**src/rtl/rx_cmd_parser_pkg.sv**
```systemverilog
// Opcode table, payload-length lookup and state encoding shared by rx_cmd_parser.
// RX_CMD_PARSER_CHECKSUM_EN adds the trailing-checksum states.
package rx_cmd_parser_pkg;

    localparam int unsigned CODE_W    = 8;
    localparam int unsigned PAYLOAD_W = 16;

    localparam logic [CODE_W-1:0] CMD_SET_REGISTER    = 8'h10;
    localparam logic [CODE_W-1:0] CMD_RW_ADCONF       = 8'h11;
    localparam logic [CODE_W-1:0] CMD_TOGGLE_MCP      = 8'h20;
    localparam logic [CODE_W-1:0] CMD_TOGGLE_READ_CCD = 8'h21;
    localparam logic [CODE_W-1:0] CMD_OPEN_SHUTTER    = 8'h22;
    localparam logic [CODE_W-1:0] CMD_CLOSE_SHUTTER   = 8'h23;
    localparam logic [CODE_W-1:0] CMD_RESET           = 8'h2F;

    typedef struct packed {
        logic [CODE_W-1:0]    code;
        logic [PAYLOAD_W-1:0] payload;
    } cmd_t;

    typedef struct packed {
        logic       known;
        logic [1:0] len;
    } cmd_info_t;

    typedef enum logic [3:0] {
        ST_IDLE   = 4'd0,
        ST_GAP_OP = 4'd1,
        ST_B1     = 4'd2,
        ST_GAP1   = 4'd3,
        ST_B2     = 4'd4,
        ST_GAP2   = 4'd5,
        ST_EMIT   = 4'd6
`ifdef RX_CMD_PARSER_CHECKSUM_EN
        ,
        ST_CK     = 4'd7,
        ST_GAP_CK = 4'd8
`endif
    } state_t;

    // Payload length in bytes for a known opcode; known=0 flags an unknown code.
    function automatic cmd_info_t cmd_lookup(input logic [CODE_W-1:0] code);
        cmd_info_t info;
        info.known = 1'b0;
        info.len   = 2'd0;
        case (code)
            CMD_SET_REGISTER, CMD_RW_ADCONF: begin
                info.known = 1'b1;
                info.len   = 2'd2;
            end
            CMD_TOGGLE_MCP, CMD_TOGGLE_READ_CCD, CMD_OPEN_SHUTTER,
            CMD_CLOSE_SHUTTER, CMD_RESET: begin
                info.known = 1'b1;
                info.len   = 2'd0;
            end
            default: begin
                info.known = 1'b0;
                info.len   = 2'd0;
            end
        endcase
        return info;
    endfunction

endpackage

```
**src/rtl/rx_cmd_parser_timeout.sv**
```systemverilog
// rx_timeout: saturating inter-byte idle counter with clear/run controls and a
// terminal-count flag at TIMEOUT_CYCLES-1.
module rx_timeout #(
    parameter int unsigned TIMEOUT_CYCLES = 1000000,
    parameter int unsigned TO_W           = 20
) (
    input  logic clk,
    input  logic rst,
    input  logic i_clear,
    input  logic i_run,
    output logic o_tc_c
);

    localparam logic [TO_W-1:0] TC_VAL = TO_W'(TIMEOUT_CYCLES - 1);

    logic [TO_W-1:0] r_count;

    // Holds at the terminal value instead of wrapping.
    always_ff @(posedge clk) begin
        if (rst) begin
            r_count <= '0;
        end else if (i_clear) begin
            r_count <= '0;
        end else if (i_run && (r_count != TC_VAL)) begin
            r_count <= r_count + TO_W'(1);
        end
    end

    assign o_tc_c = (r_count == TC_VAL);

endmodule

```
**src/rtl/rx_cmd_parser.sv**
```systemverilog
// Pops opcode/payload bytes from the rx FIFO, validates the opcode and presents one
// command on a valid/ready handshake. RX_CMD_PARSER_CHECKSUM_EN adds a trailing XOR byte.
module rx_cmd_parser
    import rx_cmd_parser_pkg::*;
#(
    parameter int unsigned TIMEOUT_CYCLES = 1000000,
    parameter int unsigned TO_W           = 20
) (
    input  logic                 clk,
    input  logic                 rst,
    input  logic [CODE_W-1:0]    rx_rdata,
    input  logic                 rx_rempty,
    output logic                 rx_rinc,
    input  logic                 ft_busy,
    output logic                 cmd_valid,
    input  logic                 cmd_ready,
    output logic [CODE_W-1:0]    cmd_code,
    output logic [PAYLOAD_W-1:0] cmd_payload,
    output logic                 err_unknown,
    output logic                 err_timeout,
    output logic                 err_checksum,
    output logic                 busy
);

    state_t    r_state;
    state_t    w_state_nxt;
    cmd_t      r_cmd;
    cmd_info_t w_info;

    logic w_payload_wait;
    logic w_fetch;
    logic w_pop;
    logic w_tc;
    logic w_err_unknown;
    logic w_err_timeout;
    logic r_valid;
    logic r_busy;
    logic r_err_unknown;
    logic r_err_timeout;

`ifdef RX_CMD_PARSER_CHECKSUM_EN
    logic [CODE_W-1:0] r_ck;
    logic [CODE_W-1:0] w_ck_calc;
    logic              w_err_checksum;
    logic              r_err_checksum;
`endif

    always_comb begin
        w_payload_wait = (r_state == ST_B1) || (r_state == ST_B2);
`ifdef RX_CMD_PARSER_CHECKSUM_EN
        if (r_state == ST_CK) begin
            w_payload_wait = 1'b1;
        end
`endif
    end

    // Reset holds the pop low so no FIFO byte is lost while the parser restarts.
    assign w_fetch = w_payload_wait || (r_state == ST_IDLE);
    assign w_pop   = w_fetch && !rx_rempty && !ft_busy && !rst;
    assign rx_rinc = w_pop;
    assign w_info  = cmd_lookup(r_cmd.code);

    rx_timeout #(
        .TIMEOUT_CYCLES (TIMEOUT_CYCLES),
        .TO_W           (TO_W)
    ) u_timeout (
        .clk     (clk),
        .rst     (rst),
        .i_clear (!w_payload_wait || w_pop),
        .i_run   (w_payload_wait && !w_pop),
        .o_tc_c  (w_tc)
    );

`ifdef RX_CMD_PARSER_CHECKSUM_EN
    assign w_ck_calc = r_cmd.code ^ r_cmd.payload[15:8] ^ r_cmd.payload[7:0];
`endif

    always_comb begin
        w_state_nxt   = r_state;
        w_err_unknown = 1'b0;
        w_err_timeout = 1'b0;
`ifdef RX_CMD_PARSER_CHECKSUM_EN
        w_err_checksum = 1'b0;
`endif
        unique case (r_state)
            ST_IDLE: begin
                if (w_pop) w_state_nxt = ST_GAP_OP;
            end
            ST_GAP_OP: begin
                if (!w_info.known) begin
                    w_err_unknown = 1'b1;
                    w_state_nxt   = ST_IDLE;
                end else if (w_info.len == 2'd0) begin
`ifdef RX_CMD_PARSER_CHECKSUM_EN
                    w_state_nxt = ST_CK;
`else
                    w_state_nxt = ST_EMIT;
`endif
                end else begin
                    w_state_nxt = ST_B1;
                end
            end
            ST_B1: begin
                if (w_pop) begin
                    w_state_nxt = ST_GAP1;
                end else if (w_tc) begin
                    w_err_timeout = 1'b1;
                    w_state_nxt   = ST_IDLE;
                end
            end
            ST_GAP1: w_state_nxt = ST_B2;
            ST_B2: begin
                if (w_pop) begin
                    w_state_nxt = ST_GAP2;
                end else if (w_tc) begin
                    w_err_timeout = 1'b1;
                    w_state_nxt   = ST_IDLE;
                end
            end
            ST_GAP2: begin
`ifdef RX_CMD_PARSER_CHECKSUM_EN
                w_state_nxt = ST_CK;
`else
                w_state_nxt = ST_EMIT;
`endif
            end
`ifdef RX_CMD_PARSER_CHECKSUM_EN
            ST_CK: begin
                if (w_pop) begin
                    w_state_nxt = ST_GAP_CK;
                end else if (w_tc) begin
                    w_err_timeout = 1'b1;
                    w_state_nxt   = ST_IDLE;
                end
            end
            ST_GAP_CK: begin
                if (r_ck != w_ck_calc) begin
                    w_err_checksum = 1'b1;
                    w_state_nxt    = ST_IDLE;
                end else begin
                    w_state_nxt = ST_EMIT;
                end
            end
`endif
            ST_EMIT: begin
                if (cmd_ready) w_state_nxt = ST_IDLE;
            end
            default: w_state_nxt = ST_IDLE;
        endcase
    end

    always_ff @(posedge clk) begin
        if (rst) begin
            r_state       <= ST_IDLE;
            r_valid       <= 1'b0;
            r_busy        <= 1'b0;
            r_err_unknown <= 1'b0;
            r_err_timeout <= 1'b0;
        end else begin
            r_state       <= w_state_nxt;
            r_valid       <= (w_state_nxt == ST_EMIT);
            r_busy        <= (w_state_nxt != ST_IDLE);
            r_err_unknown <= w_err_unknown;
            r_err_timeout <= w_err_timeout;
        end
    end

    // A new opcode clears the payload so zero-payload commands present 16'h0000.
    always_ff @(posedge clk) begin
        if (rst) begin
            r_cmd <= '0;
        end else if (w_pop) begin
            unique case (r_state)
                ST_IDLE: begin
                    r_cmd.code    <= rx_rdata;
                    r_cmd.payload <= '0;
                end
                ST_B1:   r_cmd.payload[15:8] <= rx_rdata;
                ST_B2:   r_cmd.payload[7:0]  <= rx_rdata;
                default: ;
            endcase
        end
    end

`ifdef RX_CMD_PARSER_CHECKSUM_EN
    always_ff @(posedge clk) begin
        if (rst) begin
            r_ck           <= '0;
            r_err_checksum <= 1'b0;
        end else begin
            r_err_checksum <= w_err_checksum;
            if (w_pop && (r_state == ST_CK)) r_ck <= rx_rdata;
        end
    end

    assign err_checksum = r_err_checksum;
`else
    assign err_checksum = 1'b0;
`endif

    assign cmd_valid   = r_valid;
    assign cmd_code    = r_cmd.code;
    assign cmd_payload = r_cmd.payload;
    assign err_unknown = r_err_unknown;
    assign err_timeout = r_err_timeout;
    assign busy        = r_busy;

endmodule

```
**config.mk**
```make
export PLATFORM = sky130hd
export DESIGN_NAME = rx_cmd_parser
export DESIGN_NICKNAME = d
export VERILOG_FILES = /design/src/rtl/rx_cmd_parser_pkg.sv /design/src/rtl/rx_cmd_parser_timeout.sv /design/src/rtl/rx_cmd_parser.sv
export SDC_FILE = /design/constraint.sdc
export NUM_CORES = 1
export LEC_CHECK = 0
export CAP_MARGIN = 20
export CORE_ASPECT_RATIO = 0.6
export CORE_MARGIN = 2
export CORE_UTILIZATION = 24
export CTS_CLUSTER_DIAMETER = 100
export DETAILED_ROUTE_END_ITERATION = 10
export PLACE_DENSITY = 0.49
export SETUP_SLACK_MARGIN = 0.3
export SYNTH_ARGS = -nofsm -noshare
export SYNTH_HDL_FRONTEND = slang
export SYNTH_SLANG_ARGS = --single-unit
```
**constraint.sdc**
```tcl
create_clock -name clk -period 5.1 [get_ports clk]
set_clock_uncertainty 0.15 [all_clocks]
set_input_delay 0.51 -clock clk [delete_from_list [all_inputs] [get_ports clk]]
set_output_delay 0.51 -clock clk [all_outputs]
set_load 0.05 [all_outputs]
```
# ---- Word level (Yosys, flattened, before mapping)
# Index checks and enable logic that the tools add are counted.
dict set report classes {
  n_addsub 1
  n_eq_ne 16
  muxes 13
  n_bitwise 2
  n_reduce_logical 27
}
# operator count
set op_table {}
lappend op_table {{8-bit by 6-bit equality test with 1-bit output, second input constant} 5}
lappend op_table {{8-bit case mux with 2 select lines} 2}
lappend op_table {{4-bit case mux with 7 select lines} 1}
lappend op_table {{20-bit by 1-bit adder with 20-bit output, second input constant} 1}
lappend op_table {{20-bit equality test, second input constant} 1}
lappend op_table {{4-bit two-way mux} 5}
lappend op_table {{20-bit != test, second input constant} 1}
lappend op_table {{4-bit by 3-bit equality test with 1-bit output, second input constant} 4}
lappend op_table {{8-bit by 5-bit equality test with 1-bit output, second input constant} 2}
lappend op_table {{4-bit by 2-bit equality test with 1-bit output, second input constant} 2}
lappend op_table {{2-bit OR reduction} 4}
lappend op_table {{3-bit two-way mux} 2}
lappend op_table {{3-bit case mux with 2 select lines} 1}
lappend op_table {{2-bit AND reduction} 3}
lappend op_table {{1-bit logical AND} 5}
lappend op_table {{1-bit zero test} 5}
lappend op_table {{5-bit OR reduction} 1}
lappend op_table {{4-bit by 1-bit equality test with 1-bit output, second input constant} 1}
lappend op_table {{4-bit zero test} 1}
lappend op_table {{2-bit nonzero test} 2}
lappend op_table {{4-bit nonzero test} 1}
lappend op_table {{1-bit logical OR} 3}
lappend op_table {{3-bit OR reduction} 1}
lappend op_table {{2-bit zero test} 1}
lappend op_table {{other kinds (2)} 4}
dict set report word_totals {
  regBits 52
  inputBits 13
  out_inout_bits 30
  wordCells 68
}

# ---- Depth between registers and ports, before layout
# Gate-level depths: netlist of run 1.
dict set report depth {
  depth_word 9
  ltp_mapped 7
}

# ---- Modules after synthesis
# A second synthesis of run 1 with hierarchy kept.
dict set report unflattened {
  hier_cells 247
  area_unflattened_um2 2307.2
}
# mod instances cells_per_inst area_per_inst_um2 seq_area_each_um2
set modules_own_cells {}
lappend modules_own_cells {rx_cmd_parser 1 133 1308.8 640.6}
lappend modules_own_cells {rx_timeout 1 114 998.5 400.4}

# ---- Worst setup path before layout of run 1
# Ideal clock, no wire load.
dict set report synth_timing {
  path_kind {input to output}
  from {input port rx_rempty}
  to {output port rx_rinc}
  arrival_time_ns 2.123
  required_time_ns 4.440
  setup_slack_ns 2.317
  stages 2
  path_buffers 0
  cell_sequence {or3_1 nor3_1}
}
dict set report synth_between {
  elab_chain_len 4
}
# element line_no
set synth_lines {}
lappend synth_lines {{start, declared} rx_cmd_parser.sv:12} ;# input logic rx_rempty,
lappend synth_lines {{1-bit zero test} rx_cmd_parser.sv:59} ;# assign w_pop = w_fetch && !rx_rempty && !ft_busy && !rst;
lappend synth_lines {{1-bit logical AND (3 in series)} rx_cmd_parser.sv:59}
lappend synth_lines {{end, declared} rx_cmd_parser.sv:13} ;# output logic rx_rinc,
# No other way between the ends.

# ---- Worst setup path after layout of run 1
dict set report layout_timing {
  from {input port rst}
  to {output port rx_rinc}
}
dict set report layout_between {
  elab_chain_len 2
}
# element line_no
set layout_lines {}
lappend layout_lines {{start, declared} rx_cmd_parser.sv:10} ;# input logic rst,
lappend layout_lines {{1-bit zero test} rx_cmd_parser.sv:59}
lappend layout_lines {{1-bit logical AND} rx_cmd_parser.sv:59}
# No other way between the ends.

==> impl_metrics.yaml, run 1 <==
outcome:
  status: "finished, final reports clean"
sta:
  rsz0062_at_grt: "false"
  drv_slew: 0
  finalSetupTns_ns: 0
  clock.fmax_ghz: 0.290
  relSlewSlack: 0.579
  fin_crit_ns: 3.45
  finalSetupViolCount: 0
  whs_ns: 0.340
  finalHoldViolations: 0
  worst_slew_pin_slew_ns: 0.629
  period_share: 0.677
clock_tree:
  cts.sinks: 52
  htree_levels: 2
  clkTransAtPathRegs_ns: 0.07
  cts_buffers: 5
  cts_resized: 0
  clock_path_buffers: 2
  worstSkewPairLatency_ns: 0.29
  ctsHoldBuffers: 0
  cts-root-buf: "clkbuf_16"
  cts_tree: "yes"
  cts_setup_buffers: 0
finish:
  syn_to_final_growth_pct: 30.6
  final_common_cell: "dfxtp_1"
  nNetsFinal: 310
  antenna_cells: 0
  final_cell_mix: "dfxtp_1 (52), nor2_1 (48), clkdlybuf4s50_1 (41), a22oi_1 (17)"
  drive_gt1_frac: 0.0572
detailed_routing:
  via_per_inst: 4.60
  dr_total_vias: 1963
  met1Wirelength_mm: 3.48
  postRouteAntennaNets: 0
  remaining_drc_errors: 0
  met2_length_mm: 2.29
  drt_iter0_markers: 83
  top_layer: "met4"
  wl_met3_microns: 236
  route.final.wire_length_mm: 6.05
  dr.pass1.iters: 5
  wl_per_cell_microns: 14.2
setup_path:
  critical_path_class: "input port to output port"
  crit_fanout: 30
  endpoint_kind: "output port"
  cp_common_cell: "clkdlybuf4s50_1"
  crit_slowest_cell: "clkdlybuf4s50_1"
  crit_chain: "clkdlybuf4s50_1 > buf_4 > or3_1 > nor3_1 > clkdlybuf4s50_1"
  crit_required_ns: 4.44
  max_stage_delay_ns: 0.88
  critPathArrivalTime_ns: 2.79
  start_kind: "input port"
grt:
  grt-ovfl-total: 0
  grt_usage: 0.120
  antenna_found_initial: 0
  grt_pass1_vias: 1804
  grt_max_degree: 31
  grt_first_pass_wirelength_mm: 9.72
synthesis:
  yosysTopAreaCell: "dfxtp_1"
  synth-edff-count: 0
  mappedNetlistArea_sq_mm: 0.00229
  ys_warn_count: 0
  synth-seq-cells: 52
  synth_cell_types: 47
  async_flop_share: 0
  yosysSeqAreaShare: 0.454
  synth-main-ff-cell: "dfxtp_1"
  syn_inst: 258
  yosys.area.top_type_share: 0.454
  syn_area_per_cell_sq_um: 8.88
  synthTopCellsByArea: "dfxtp_1 (45%), nor2_1 (7.9%), a22oi_1 (5.6%)"
placed_design:
  io_buffers: 41
  globalplace.congestion: 0.808
  hpwlAfterDp_mm: 4.35
hold_path:
  hp-class: "register to register"
power:
  p_per_area_mw_per_mm2: 283
  p_leak_nw: 0.904
  peakVddDrop_v: 0.000134
floorplan:
  core_sq_mm: 0.00922
  dieHeight_microns: 79.7
  start_util: 0.248
  io-pin-count: 43
  dieArea_sq_mm: 0.0104
  fp-row-count: 27
  fp.dieW_microns: 130
job:
  drv_cap: 0
## kinds of logic after synthesis
| kind of cell | share of synthesized area |
|---|---|
| fa+ha+maj | 0.00546 |
| other cells | 0.00164 |
| simple gates | 0.253 |
| flops | 0.454 |
| xor+xnor | 0.0535 |
| compound gates | 0.153 |
| mux | 0.0393 |
| buf+inv | 0.0393 |
## synthesized netlist by cell type (2+ instances only)
library cell and number:
dfxtp_1 52, nor2_1 48, a22oi_1 17, nand2_1 13, xnor2_1 13, nand3_1 10, a21oi_1 9, mux2i_1 9
o21ai_0 7, clkbuf_1 6, inv_1 6, nor3_1 5, or4_1 5, a211oi_1 4, and3_1 4, or3_1 4
and4_1 3, buf_2 3, nand4_1 3, nor4_1 3, nor4b_1 3, a2111oi_0 2, a31oi_1 2, buf_4 2
nor3b_1 2, or4b_2 2
## layer usage
| layer | global-route usage | vias up |
|---|---|---|
| met5 | 0 | - |
| met4 | 0.0258 | 0 |
| met3 | 0.0328 | 4 |
| met2 | 0.153 | 30 |
| met1 | 0.193 | 919 |
| li1 | - | 1010 |
## metrics by stage
stage	instance area, sq um	power, mW	worst slack (ns)	utilization	std cells
final	2990	0.848	1.65	0.325	427
after global routing	2990	0.880	1.54	0.325	427
after CTS	2990	0.858	1.63	0.325	427
after detailed placement	2820	0.458	1.63	0.305	419
after global placement	2820	0.458	1.69	0.305	419
after floorplan	2290	0.439	2.32	-	259
## worst paths after layout
kind                                            from              endpoint  slack (ns)  cells past startpoint
worst min register to register  u_timeout.r_count[1]  u_timeout.r_count[1]        0.34                      2
worst max register to register  u_timeout.r_count[6]                  busy        2.10                      6
worst min-delay path            u_timeout.r_count[1]  u_timeout.r_count[1]        0.34                      2
worst max-delay path                             rst               rx_rinc        1.65                      5
## registers in the layout, indices dropped and copies added, names as in the netlist
signal / cells
u_timeout.r_count: 20
r_state: 4
cmd_payload: 16
busy: 1
cmd_code: 8
cmd_valid: 1
err_timeout: 1
err_unknown: 1
## power breakdown
part	switching [mW]	internal (mW)	total, mW
Clock	0.153	0.246	0.399
Combinational	0.0226	0.0156	0.0381
Sequential	0.00262	0.408	0.410
Total	0.178	0.669	0.848
## critical path: cells and delay by family
kind          cells  cell delay, ns
buf+inv           3            1.52
simple gates      2            0.77
## layout make-up
class | instances | area, sq um
multi-input cells | 188 | 1160
fillers | 934 | 6230
clock buffers | 6 | 139
repair buffers | 43 | 425
flip-flops and latches | 52 | 1040
inverters | 6 | 22.5
well taps | 130 | 163
clock inverters | 2 | 38.8
No activity file was read; power rests on OpenSTA's default activity.
==> inputs of run 2 (changes only) <==
==> constraint.sdc (replaced) <==
create_clock -name clk -period 3.2 [get_ports clk]
set_clock_uncertainty 0.15 [all_clocks]
set_input_delay 0.32 -clock clk [delete_from_list [all_inputs] [get_ports clk]]
set_output_delay 0.32 -clock clk [all_outputs]
set_load 0.05 [all_outputs]
==> run 2 against run 1 <==
  * Register-to-register slack got worse by 1.4 ns
  * Power increased by 60%
  * Via count shrank 1.5%
  * Die area unchanged
  * Flip-flop and latch count is the same
  * Worst hold slack worse by 0.0058 ns
  * First-iteration DRC count up 120%
  * Sequential power is 60% higher
  * Clock power up 60%
  * Combinational power up 66%
==> impl_metrics.yaml, run 2 (synthesis results as in run 1) <==
setup_path:
  crit_fanout: 29
  path_buf_inv: 3
  critPathArrivalTime_ns: 2.16
  critical_path_class: "input port to output port"
  start_kind: "input port"
  rrSetupSlack_ns: 0.67
  crit_slowest_cell: "nor3_1"
  endpoint_kind: "output port"
  crit_family: "simple AND/OR/NAND/NOR gates"
  crit_chain: "clkdlybuf4s50_1 > buf_4 > or3_1 > nor3_1 > buf_12"
  crit_required_ns: 2.73
  max_stage_delay_ns: 0.57
finish:
  final_common_cell: "dfxtp_1"
  syn_to_final_growth_pct: 32.3
  multiInputGateArea_sq_mm: 0.00116
  largest_register_ffs: 20
  nNetsFinal: 313
  largest-register: "u_timeout.r_count"
  n_fill_cell: 941
  antenna_cells: 0
  drive_gt1_frac: 0.0700
  fin_util: 0.329
  final_cell_mix: "dfxtp_1 (52), nor2_1 (48), clkdlybuf4s50_1 (40), a22oi_1 (17)"
  regArea_sq_mm: 0.00104
sta:
  fin_crit_ns: 2.63
  finalSetupTns_ns: 0
  worst_slew_pin_slew_ns: 0.682
  finalSetupViolCount: 0
  clock.fmax_ghz: 0.381
  finalHoldViolations: 0
  rsz0062_at_grt: "false"
  drv_slew: 0
  period_share: 0.821
  relSlewSlack: 0.534
floorplan:
  fp.dieW_microns: 130
  dieHeight_microns: 79.7
  start_util: 0.248
  core_sq_mm: 0.00922
  io-pin-count: 43
  fp-row-count: 27
  dieArea_sq_mm: 0.0104
placed_design:
  hpwlAfterDp_mm: 4.46
  globalplace.congestion: 0.764
  io_buffers: 41
grt:
  grt_pass1_vias: 1774
  antenna_found_initial: 0
  grt-ovfl-total: 0
  grt_max_degree: 30
  grt_usage: 0.122
  grt_first_pass_wirelength_mm: 9.74
power:
  p_leak_nw: 0.927
  power.total_mw: 1.36
  p_per_area_mw_per_mm2: 448
  peakVddDrop_v: 0.000245
job:
  drv_cap: 0
detailed_routing:
  wl_per_cell_microns: 13.7
  dr_total_vias: 1934
  drt_iter0_markers: 180
  postRouteAntennaNets: 0
  route.final.wire_length_mm: 5.91
  via_per_inst: 4.50
  dr.pass1.iters: 4
  remaining_drc_errors: 0
clock_tree:
  cts_buffers: 5
  htree_levels: 2
  ctsHoldBuffers: 0
  clock_path_buffers: 2
  cts_setup_buffers: 0
  cts_resized: 0
  worstSkewPairLatency_ns: 0.29
  cts-root-buf: "clkbuf_16"
  cts_tree: "yes"
  clkTransAtPathRegs_ns: 0.07
  cts.sinks: 52
hold_path:
  hp-class: "register to register"
outcome:
  status: "finished, final reports clean"
## run 2: cell count changes in the layout (fill, tap and decap cells not counted), sizes merged
cell / change
buf: +4
clkbuf: +1
clkdlybuf4s50: -1
clkinv: -1
## run 2: cell type report
class	instances	area share
sequential	52	0.344
clock buffer	7	0.0504
clock inverter	1	0.00991
multi-input combinational	188	0.384
tap	130	0.0537
timing repair buffer	46	0.151
inverter	6	0.00743
## run 2: worst register-to-register path, cell delays in order (launching register included)
cell,delay (ns)
dfxtp_1,0.37
or2_1,0.28
or4_1,0.65
a211o_4,0.40
or4_1,0.48
a21oi_1,0.14
## run 2: per-stage QoR
step           std cells  setup WS, ns  hold slack, ns  area (sq um)
6_report             430         0.573           0.335          3030
3_3_place_gp         422         0.423           0.320          2850
3_5_place_dp         422         0.365           0.326          2850
5_1_grt              430         0.498           0.360          3030
2_1_floorplan        259         0.645           0.301          2290
4_1_cts              430         0.552           0.336          3030
## run 2: worst paths after layout
| check | start | to | cells after the start |
|---|---|---|---|
| min reg2reg | u_timeout.r_count[19] | u_timeout.r_count[19] | 2 |
| max | rst | rx_rinc | 5 |
| max reg2reg | r_state[0] | u_timeout.r_count[19] | 5 |
| min | u_timeout.r_count[19] | u_timeout.r_count[19] | 2 |
## run 2: layer usage
layer | track usage | routed length, microns | up-vias
li1 | - | - | 1010
met1 | 0.203 | 3440 | 880
met2 | 0.145 | 2160 | 39
met3 | 0.0308 | 238 | 5
met4 | 0.0323 | 67 | 0
met5 | 0 | 0 | -
## run 2: power breakdown
group | total (mW) | leakage [nW] | switching [mW] | internal (mW)
clock | 0.639 | 0.0901 | 0.228 | 0.412
combinational | 0.0633 | 0.417 | 0.0369 | 0.0265
sequential | 0.654 | 0.419 | 0.00416 | 0.650
total | 1.36 | 0.927 | 0.269 | 1.09
==> inputs of run 3 (changes only) <==
--- a/config.mk
+++ b/config.mk
@@ -11,7 +11,7 @@
 export CORE_UTILIZATION = 24
 export CTS_CLUSTER_DIAMETER = 100
 export DETAILED_ROUTE_END_ITERATION = 10
-export PLACE_DENSITY = 0.49
+export PLACE_DENSITY = 0.5
 export SETUP_SLACK_MARGIN = 0.3
 export SYNTH_ARGS = -nofsm -noshare
 export SYNTH_HDL_FRONTEND = slang
==> constraint.sdc (replaced) <==
create_clock -name clk -period 2.19 [get_ports clk]
set_clock_uncertainty 0.15 [all_clocks]
set_input_delay 0.219 -clock clk [delete_from_list [all_inputs] [get_ports clk]]
set_output_delay 0.219 -clock clk [all_outputs]
set_load 0.05 [all_outputs]
==> run 3 against run 2 <==
  * Register-to-register slack lost 0.64 ns
  * Die area did not move
  * Sequential share of layout area down 5.5 points
  * Largest power group unchanged
  * Highest routed layer unchanged
==> impl_metrics.yaml, run 3 (synthesis results as in run 1) <==
outcome:
  status: "finished, final reports clean"
finish:
  antenna_cells: 0
  fin_util: 0.395
  final_common_cell: "nor2_1"
  drive_gt1_frac: 0.320
  n_fill_cell: 906
  nNetsFinal: 357
  final_cell_mix: "nor2_1 (47), dfxtp_1 (44), buf_4 (39), clkdlybuf4s50_1 (30), a22oi_1 (17)"
  largest_register_ffs: 20
  largest-register: "u_timeout.r_count"
  final_area_sq_mm: 0.00364
  fin_cells: 474
  syn_to_final_growth_pct: 59.0
setup_path:
  path_buf_inv: 0
  endpoint_kind: "register"
  critPathArrivalTime_ns: 2.23
  reg2regPathDepth: 5
  critical_path_class: "register to register"
  crit_chain: "or2_4 > or4_4 > a211o_4 > or4_1 > a21oi_1"
  crit_required_ns: 2.27
  timing.rr.start: "r_state[3]"
  crit_slowest_cell: "or4_1"
  crit_family: "simple AND/OR/NAND/NOR gates"
  max_stage_delay_ns: 0.47
  start_kind: "register"
  cp_num_cells: 5
  cp-startpoint: "r_state[3]"
  crit_fanout: 4
power:
  p_switching_mw: 0.428
  peakVddDrop_v: 0.000328
  p_clk_frac: 0.426
  p_leak_nw: 1.25
  p_per_area_mw_per_mm2: 508
  sw_frac_of_total: 0.231
  sequentialPowerShare: 0.515
  power.total_mw: 1.85
  comb_power_share: 0.059
  p_int_mw: 1.42
detailed_routing:
  via_per_inst: 4.50
  dr_total_vias: 2131
  postRouteAntennaNets: 0
  route.final.wire_length_mm: 6.75
  wl_per_cell_microns: 14.2
  dr.pass1.iters: 4
  drt_iter0_markers: 137
  remaining_drc_errors: 0
hold_path:
  hold_path.startpoint: "ft_busy"
  hold-path-cell-count: 4
  hp-class: "input port to register"
floorplan:
  io-pin-count: 43
  dieHeight_microns: 79.7
  start_util: 0.248
  dieArea_sq_mm: 0.0104
  core_sq_mm: 0.00922
  fp-row-count: 27
  fp.dieW_microns: 130
grt:
  grt_first_pass_wirelength_mm: 10.8
  grt_usage: 0.138
  grt-ovfl-total: 0
  antenna_found_initial: 0
  grt_max_degree: 29
  grt_pass1_vias: 2013
clock_tree:
  clkTransAtPathRegs_ns: 0.07
  cts_buffers: 5
  clock_path_buffers: 2
  cts.sinks: 52
  ctsHoldBuffers: 0
  worstSkewPairLatency_ns: 0.29
  cts-root-buf: "clkbuf_16"
  cts_tree: "yes"
  htree_levels: 2
sta:
  rsz0062_at_grt: "true"
  fin_crit_ns: 2.16
  finalSetupViolCount: 0
  worst_slew_pin_slew_ns: 0.517
  setup_ws_ns: 0.0305
  whs_ns: 0.331
  drv_slew: 0
  period_share: 0.986
  finalHoldViolations: 0
  clock.fmax_ghz: 0.463
  finalSetupTns_ns: 0
  relSlewSlack: 0.654
placed_design:
  io_buffers: 41
  globalplace.congestion: 0.757
  place_ws_ns: -0.358
  hpwlAfterDp_mm: 4.96
  dp_cells: 458
  dpl-instance-area_sq_mm: 0.00316
job:
  drv_cap: 0
==> run 3: path summary, 6_finish.rpt <==
| check | endpoint | slack (ns) |
|---|---|---|
| max | u_timeout.r_count[19] | 0.03 |
| min | r_state[0] | 0.33 |
| min reg2reg | u_timeout.r_count[19] | 0.34 |
| max reg2reg | u_timeout.r_count[19] | 0.03 |
==> run 3: final cells by class <==
class                   instances  area [sq um]  area share
clock buffers                   6           129      0.0354
clock inverters                 2          16.3     0.00446
repair buffers                 90           840       0.230
inverters                       6          22.5     0.00618
flip-flops and latches         52          1050       0.288
multi-input cells             188          1420       0.390
well taps                     130           163      0.0446
==> run 3: power by group through the flow <==
| stage | Clock, mW | Sequential (mW) | Combinational [mW] |
|---|---|---|---|
| floorplan | 0 | 0.988 | 0.0350 |
| finish | 0.788 | 0.954 | 0.109 |
| CTS | 0.812 | 0.954 | 0.105 |
| global placement | 0 | 0.976 | 0.102 |
| global route | 0.854 | 0.955 | 0.117 |
| detailed placement | 0 | 0.976 | 0.103 |
==> run 3: worst reg2reg max path, stage by stage (launching register included) <==
cell     delay (ns)
dfxtp_2        0.32
or2_4          0.24
or4_4          0.46
a211o_4        0.32
or4_1          0.47
a21oi_1        0.13
==> run 3: per-layer routing <==
metal / vias to the layer above / global-route usage / part of all wire
met3: 5 / 0.0429 / 0.048
met4: 0 / 0.0398 / 0.011
met1: 976 / 0.220 / 0.57
li1: 1105 / - / -
met2: 45 / 0.168 / 0.37
met5: - / 0 / 0
==> run 3: what timing repair did <==
action / CTS / global route
pin swaps: 15 / 16
setup buffers: 6 / 2
endpoints found under the setup margin: 30 / 29
gates resized for setup: 37 / 35
